[config.mk]
export PLATFORM = sky130hd
export DESIGN_NAME = elevator_scan_ctrl
export DESIGN_NICKNAME = d
export VERILOG_FILES = /design/src/rtl/elevator_scan_ctrl.sv
export SDC_FILE = /design/constraint.sdc
export NUM_CORES = 1
export LEC_CHECK = 0
export CORE_MARGIN = 1.5
export CORE_UTILIZATION = 55
export DETAILED_ROUTE_END_ITERATION = 10
export GPL_TIMING_DRIVEN = 0
export HOLD_SLACK_MARGIN = 0.02
export PLACE_DENSITY = 0.83
export SETUP_SLACK_MARGIN = 0.3
export SLEW_MARGIN = 20
export SYNTH_ARGS = -nofsm -noshare
export SYNTH_HDL_FRONTEND = slang
export SYNTH_SLANG_ARGS = --single-unit
[constraint.sdc]
create_clock -name CLOCK_50 -period 8.6 [get_ports CLOCK_50]
set_clock_uncertainty 0.05 [all_clocks]
set_input_delay 1.72 -clock CLOCK_50 [delete_from_list [all_inputs] [get_ports CLOCK_50]]
set_output_delay 1.72 -clock CLOCK_50 [all_outputs]
set_load 0.02 [all_outputs]
[src/rtl/elevator_scan_ctrl.sv]
`default_nettype none
// ============================================================================
// Module   : elevator_scan_ctrl
// Purpose  : N-floor elevator controller with SCAN (collective) scheduling.
//            Separate cabin, hall-up and hall-down call queues. Handles
//            emergency stop, overload, door hold, door re-open, travel abort
//            and fault status.
// Ports    : CLOCK_50  - system clock
//            reset_n   - asynchronous active-low reset
//            cab_call  - cabin buttons (level or pulse)
//            hall_up   - hall up calls (top bit ignored)
//            hall_dn   - hall down calls (bit 0 ignored)
//            emergency - stop and freeze (level)
//            overload  - inhibits departure, freezes door timer (level)
//            door_hold - freezes door timer while open (level)
//            floor     - current floor index
//            door_open - door open indicator
//            mov_up    - travelling up
//            mov_dn    - travelling down
//            dir_up    - committed scan direction
//            pending   - union of all call queues
//            fault     - high while in emergency stop
// Revision : 1.0 - initial release
// ============================================================================
module elevator_scan_ctrl #(
  parameter int N_FLOORS   = 8,
  parameter int FW         = $clog2(N_FLOORS),
  parameter int MOVE_TICKS = 50000000,
  parameter int DOOR_TICKS = 100000000,
  parameter int TW         = 27
) (
  input  logic                CLOCK_50,
  input  logic                reset_n,
  input  logic [N_FLOORS-1:0] cab_call,
  input  logic [N_FLOORS-1:0] hall_up,
  input  logic [N_FLOORS-1:0] hall_dn,
  input  logic                emergency,
  input  logic                overload,
  input  logic                door_hold,
  output logic [FW-1:0]       floor,
  output logic                door_open,
  output logic                mov_up,
  output logic                mov_dn,
  output logic                dir_up,
  output logic [N_FLOORS-1:0] pending,
  output logic                fault
);

  typedef enum logic [1:0] {
    S_IDLE  = 2'd0,
    S_MOVE  = 2'd1,
    S_DOOR  = 2'd2,
    S_EMERG = 2'd3
  } state_t;

  localparam logic [TW-1:0] MOVE_LAST = TW'(MOVE_TICKS - 1);
  localparam logic [TW-1:0] DOOR_LAST = TW'(DOOR_TICKS - 1);
  localparam logic [FW-1:0] TOP_FLOOR = FW'(N_FLOORS - 1);

  state_t              state, state_nx;
  logic [FW-1:0]       floor_nx;
  logic                dir_nx;
  logic [TW-1:0]       timer, timer_nx;
  logic [N_FLOORS-1:0] cab_q, up_q, dn_q;
  logic [N_FLOORS-1:0] cab_nx, up_nx, dn_nx;
  logic [N_FLOORS-1:0] up_in, dn_in, here, above, below, ahead, behind;
  logic                ahead_any, behind_any, serve, reopen;

  // Floor-relative masks and the call sets derived from them.
  always_comb begin
    up_in = hall_up;
    up_in[N_FLOORS-1] = 1'b0;   // no "up" from the top floor
    dn_in = hall_dn;
    dn_in[0] = 1'b0;            // no "down" from the bottom floor
    here  = '0;
    above = '0;
    below = '0;
    for (int i = 0; i < N_FLOORS; i++) begin
      here[i]  = (i == int'(floor));
      above[i] = (i >  int'(floor));
      below[i] = (i <  int'(floor));
    end
    ahead      = pending & (dir_up ? above : below);
    behind     = pending & (dir_up ? below : above);
    ahead_any  = |ahead;
    behind_any = |behind;
    // A waiting hall call against the scan direction is only taken here
    // when nothing remains ahead; otherwise it waits for the return sweep.
    serve  = (|(cab_q & here))
           | (dir_up ? |(up_q & here) : |(dn_q & here))
           | ((|((up_q | dn_q) & here)) & ~ahead_any);
    // Live press at the open door's floor, in the direction being served.
    reopen = (|(cab_call & here))
           | (dir_up ? |(up_in & here) : |(dn_in & here));
  end

  // Next-state and datapath decisions.
  always_comb begin
    state_nx = state;
    floor_nx = floor;
    dir_nx   = dir_up;
    timer_nx = timer;
    cab_nx   = cab_q | cab_call;
    up_nx    = up_q  | up_in;
    dn_nx    = dn_q  | dn_in;

    if (state == S_EMERG) begin
      cab_nx = cab_q;
      up_nx  = up_q;
      dn_nx  = dn_q;
    end

    if (emergency) begin
      // Abort whatever is in progress; partial travel time is discarded.
      state_nx = S_EMERG;
      timer_nx = '0;
    end else begin
      case (state)
        S_IDLE: begin
          timer_nx = '0;
          if (serve) begin
            cab_nx = cab_nx & ~here;
            if (dir_up || !ahead_any) up_nx = up_nx & ~here;
            if (!dir_up || !ahead_any) dn_nx = dn_nx & ~here;
            state_nx = S_DOOR;
          end else if (ahead_any && !overload) begin
            state_nx = S_MOVE;
          end else if (!ahead_any && behind_any) begin
            // Only reverse once the current sweep is exhausted, so an
            // overloaded car does not flip direction every cycle.
            dir_nx = ~dir_up;
          end
        end
        S_MOVE: begin
          if (timer == MOVE_LAST) begin
            timer_nx = '0;
            state_nx = S_IDLE;
            if (dir_up && floor != TOP_FLOOR) floor_nx = floor + FW'(1);
            else if (!dir_up && floor != '0) floor_nx = floor - FW'(1);
          end else begin
            timer_nx = timer + TW'(1);
          end
        end
        S_DOOR: begin
          // Calls that this open door already serves are absorbed.
          cab_nx = cab_q | (cab_call & ~here);
          if (dir_up) up_nx = up_q | (up_in & ~here);
          else        dn_nx = dn_q | (dn_in & ~here);
          if (reopen) begin
            timer_nx = '0;
          end else if (!(door_hold || overload)) begin
            if (timer == DOOR_LAST) begin
              timer_nx = '0;
              state_nx = S_IDLE;
            end else begin
              timer_nx = timer + TW'(1);
            end
          end
        end
        S_EMERG: begin
          timer_nx = '0;
          state_nx = S_IDLE;
        end
        default: begin
          state_nx = S_IDLE;
          timer_nx = '0;
        end
      endcase
    end
  end

  always_ff @(posedge CLOCK_50 or negedge reset_n) begin
    if (!reset_n) begin
      state  <= S_IDLE;
      floor  <= '0;
      dir_up <= 1'b1;
      timer  <= '0;
      cab_q  <= '0;
      up_q   <= '0;
      dn_q   <= '0;
    end else begin
      state  <= state_nx;
      floor  <= floor_nx;
      dir_up <= dir_nx;
      timer  <= timer_nx;
      cab_q  <= cab_nx;
      up_q   <= up_nx;
      dn_q   <= dn_nx;
    end
  end

  assign pending   = cab_q | up_q | dn_q;
  assign door_open = (state == S_DOOR);
  assign mov_up    = (state == S_MOVE) &&  dir_up;
  assign mov_dn    = (state == S_MOVE) && !dir_up;
  assign fault     = (state == S_EMERG);

endmodule
`default_nettype wire

==> Yosys cells after proc, flatten, opt, wreduce, memory -nomap -nowiden <==
Index checks and enable logic that the tools add are counted.
{ "classes": {"add_sub_neg": 3, "n_mul": 0, "div": 0, "n_lt_le_gt_ge": 14, "eq_ne": 19, "shifts": 0, "mux": 36, "bitwise": 34, "n_reduce_logical": 29} }
{ "ops": {"columns": ["cell", "n"], "rows": [
  ["27-bit 2-to-1 mux", 5],
  ["8-bit 2-to-1 mux", 15],
  ["8-bit AND", 13],
  ["27-bit case mux with 3 select lines", 1],
  ["8-bit OR reduction", 9],
  ["8-bit OR", 8],
  ["8-bit case mux with 2 select lines", 3],
  ["27-bit by 1-bit adder with 27-bit output, second input constant", 1],
  ["27-bit by 26-bit equality test with 1-bit output, second input constant", 1],
  ["27-bit equality test, second input constant", 1],
  ["7-bit by 8-bit AND with 8-bit output", 2],
  ["2-bit 2-to-1 mux", 7],
  ["3-bit equality test, first input constant", 4],
  ["3-bit > comparator, first input constant", 4],
  ["3-bit != test, second input constant", 4],
  ["5-bit AND reduction", 2],
  ["3-bit less-than comparator, first input constant", 3],
  ["4-bit != test, second input constant", 2],
  ["8-bit inverter", 1],
  ["8-bit by 7-bit OR with 8-bit output", 1],
  ["2-bit case mux with 4 select lines", 1],
  ["2-bit by 3-bit equality test with 1-bit output, first input constant", 2],
  ["2-bit by 3-bit > comparator with 1-bit output, first input constant", 2],
  ["1-bit logical AND", 6],
  ["other kinds (22)", 37]
]} }
{ "word_totals": {"regBits": 57, "latch_bits": 0, "mem_bits_rw": 0, "mem_bits_ro": 0, "n_memories": 0} }

==> Longest topological paths before layout <==
{ "logic_depth": {"ltp_word": 10, "depth_mapped": 14, "mapped_depth_nobuf": 10} }

==> Worst setup path after synthesis <==
No wires, ideal clock.
{ "synth_path": {"path_type": "in2reg", "start": "input hall_up[4]", "end": "register timer[21]", "setup_ps": 118, "t_arrival_ps": 3247, "t_required_ps": 8432, "setup_slack_ps": 5185, "path_stages": 9, "n_path_buf": 1, "path_cell_list": "mux2_2 > a22oi_1 > nand3_1 > a2111o_1 > buf_6 > nor3b_1 > nand3_1 > xor2_1 > nor2_1"} }
{ "synth_via": {"elab_chain_len": 7} }
{ "synth_lines": {"columns": ["item", "line_no", "rtl"], "rows": [
  ["start, declared", "35", "input logic [N_FLOORS-1:0] hall_up,"],
  ["7-bit by 8-bit AND with 8-bit output (*)", "94", "| (dir_up ? |(up_in & here) : |(dn_in & here));"],
  ["8-bit OR reduction (*)", "94", null],
  ["1-bit 2-to-1 mux (*)", "94", null],
  ["1-bit OR (*)", "94", null],
  ["27-bit 2-to-1 mux", "149", "if (reopen) begin"],
  ["27-bit case mux with 3 select lines", "118", "case (state)"],
  ["27-bit 2-to-1 mux", "113", "if (emergency) begin"],
  ["end signal, assigned", "185", "timer <= timer_nx;"],
  ["end, declared", "63", "logic [TW-1:0] timer, timer_nx;"]
]} }
Every way passes the cells marked *; elsewhere a longest branch is shown, timed or not.
A chain may end at the register's enable or synchronous reset.

==> Final worst setup path <==
{ "layout_path": {"start": "register dir_up", "end": "output mov_dn"} }
{ "layout_via": {"elab_chain_len": 2} }
{ "layout_lines": {"columns": ["item", "line_no", "rtl"], "rows": [
  ["start, declared", "44", "output logic dir_up,"],
  ["start signal, assigned", "184", "dir_up <= dir_nx;"],
  ["1-bit logical NOT", "195", "assign mov_dn = (state == S_MOVE) && !dir_up;"],
  ["1-bit logical AND", "195", null],
  ["end, declared", "43", "output logic mov_dn,"]
]} }
Every way passes these cells.

==> out/metrics.cfg <==
[pwr]
p_leak_nw=1.87
peakVddDrop_uv=101
comb_power_share=0.195
p_sw_uw=213
power.density_nw_per_um2=143
p_seq_frac=0.393
internal_power_uw=486
p_sw_frac=0.305
p_clk_frac=0.412

[placed_design]
placed_area_sq_um=4660
dp_slack_ns=4.36
routabilityCongestion=1.01
port_buffers=42
hpwlAfterDp_mm=9.34

[routing]
firstDrtPassIters=5
drtIter0Drc=450
vias=4245
via_per_inst=6.55
ant_nets=0
wirelength_mm=12.9
drcViolationCount=0
wl_per_cell_um=19.9

[synth]
synth_cells=490
synth.top_cell.area_share=0.343
async_flop_share=1.00
yosys-top-cells-area=dfrtp_1 (34%), nand2_1 (5.1%), o21ai_0 (4.0%)
synth_edf_count=0
synth_seq_cells=57
synth_commonest_cells=dfrtp_1 (56), nand2_1 (56), nor2_1 (37)
ys.warnings.count=0
postSynthAreaPerCell_sq_um=8.35
ys_types=73
ys.flop_type=dfrtp_1
syn-num-nets=527
syn-cell-area_sq_um=4090
synth.largest_area_cell=dfrtp_1
ys_seq_area_frac=0.349

[sta]
rsz0062_at_grt=false
period_share=0.521
setup_viol=0
fmax_mhz=223
finalHoldViolCount=0
finalCriticalPeriod_ns=4.48
setup_ws_ns=4.12
relSlewSlack=0.569
worst_slew_pin_slew_ns=0.646
slew_viol_final=0
tns_ns=0

[clock_network]
ctsRootBufferMaster=clkbuf_8
cts_setup_buffers=0
cts_tree=yes
clockBufferDepth=2
cts.sinks=57
path_clk_slew_ns=0.07
cts.htree.levels=3
numCtsBuffers=9
insertion_delay_ns=0.35
cts_resized=0
ctsHoldBuffers=0

[floorplan]
coreArea_sq_um=7210
die_h_um=89.3
dieWidth_um=89.3
io_pins=45
rows=31
initial_core_util=0.567
die_area_sq_um=7970

[finish]
n_fill_cell=643
antennaDiodeCount=0
final_cell_area_sq_um=4880
areaGrowthSynthToFinish_pct=19.3
drive_gt1_frac=0.0965
final_nets=581

[setup_path]
path_cells=buf_2 -> clkbuf_1 -> clkbuf_1 -> nor2_1 -> clkdlybuf4s50_1
critPathMostFrequentCell=clkbuf_1
arrival_ns=2.71
end_kind=output pin
worstPathRequired_ns=6.83
rrSetupSlack_ns=4.93
slowest_stage=dfstp_2
cp-start-kind=flop
crit_fanout=10
max_stage_delay_ns=0.55
worstSetupPathType=reg -> out

[grt]
grt_pass1_vias=3917
grt_max_degree=57
grt_pass1_wl_mm=20.3
grt_overflow=0
grtUsageTotal=0.340
antenna_found_initial=0

[flow_run]
timing.max_cap.violations=0

[status]
status=completed

[worst_hold_path]
hold_path_class=reg -> reg

[cells in the final DEF, fill, tap and decap left out, drive strengths merged, types with 3 or more instances in the layout]
| cell | instances |
|---|---|
| a22oi | 12 |
| o21ai | 36 |
| a31oi | 11 |
| xnor2 | 4 |
| nor2b | 10 |
| o21a | 4 |
| nand2 | 57 |
| nand4 | 10 |
| mux2 | 3 |
| o32a | 4 |
| and2 | 10 |
| a22o | 4 |
| clkdlybuf4s50 | 41 |
| nor4 | 6 |
| or3 | 7 |
| nor3 | 9 |
| o31ai | 5 |
| clkbuf | 29 |
| a21o | 3 |
| o22ai | 4 |
| ha | 8 |
| xor2 | 13 |
| nor2 | 37 |
| inv | 18 |
| or2 | 3 |
| a211oi | 7 |
| a21oi | 32 |
| o2111ai | 3 |
| a222oi | 4 |
| a41oi | 6 |
| clkinvlp | 3 |
| and3 | 12 |
| nand2b | 9 |
| buf | 17 |
| dfrtp | 56 |
| nand3 | 15 |
[worst paths after layout]
kind | startpoint | end | cells past startpoint
setup / recovery | dir_up | mov_dn | 5
hold / removal | timer[6] | timer[6] | 1
setup reg to reg | floor[2] | timer[10] | 14
hold reg to reg | timer[6] | timer[6] | 1
max in group asynchronous | reset_n | dn_q[0] | 2
min in group asynchronous | reset_n | dir_up | 1
[power groups by stage]
stage / sequential, mW / clock [mW] / combinational [mW]
2_1_floorplan: 0.280 / 0 / 0.0789
3_3_place_gp: 0.280 / 0 / 0.130
3_5_place_dp: 0.280 / 0 / 0.132
4_1_cts: 0.275 / 0.290 / 0.133
5_1_grt: 0.275 / 0.301 / 0.146
6_report: 0.275 / 0.288 / 0.136
[worst max-delay path: cells and delay by family (launching register included)]
family | cells | cell delay, ns
flops | 1 | 0.55
simple gates | 1 | 0.10
buf+inv | 4 | 1.71
[metrics by stage]
step / power [mW] / std cells / hold slack, ns / utilization
floorplan: 0.359 / 490 / 0.399 / -
global placement: 0.410 / 631 / 0.423 / 0.643
detailed placement: 0.413 / 632 / 0.430 / 0.646
CTS: 0.698 / 648 / 0.441 / 0.676
global route: 0.722 / 648 / 0.459 / 0.676
finish: 0.700 / 648 / 0.439 / 0.676
[logic make-up after synthesis]
group / share of synthesized area
AND/OR/NAND/NOR: 0.253
AO/OA/AOI/OAI: 0.265
flip-flops: 0.349
buffers and inverters: 0.0605
XOR/XNOR: 0.0364
adder cells (fa/ha/maj): 0.0245
multiplexers: 0.0116
[metal layers]
layer | global-route usage | part of all wire
met5 | 0 | 0
met4 | 0.166 | 0.040
met3 | 0.0674 | 0.082
met2 | 0.566 | 0.48
met1 | 0.422 | 0.40
[registers in the layout, summed over array words and instances, names as in the netlist]
register	cells
timer	27
cab_q	8
dn_q	8
up_q	8
floor	3
state	2
dir_up	1
[area by class of cell]
type | instances | area (sq um) | area share
Clock buffer | 10 | 128 | 0.0262
Timing Repair Buffer | 43 | 445 | 0.0913
Inverter | 17 | 63.8 | 0.0131
Tap cell | 99 | 124 | 0.0254
Multi-Input combinational cell | 382 | 2420 | 0.495
Clock inverter | 6 | 91.3 | 0.0187
Buffer | 34 | 184 | 0.0377
Sequential cell | 57 | 1430 | 0.293
(Power assumes the default switching activity.)
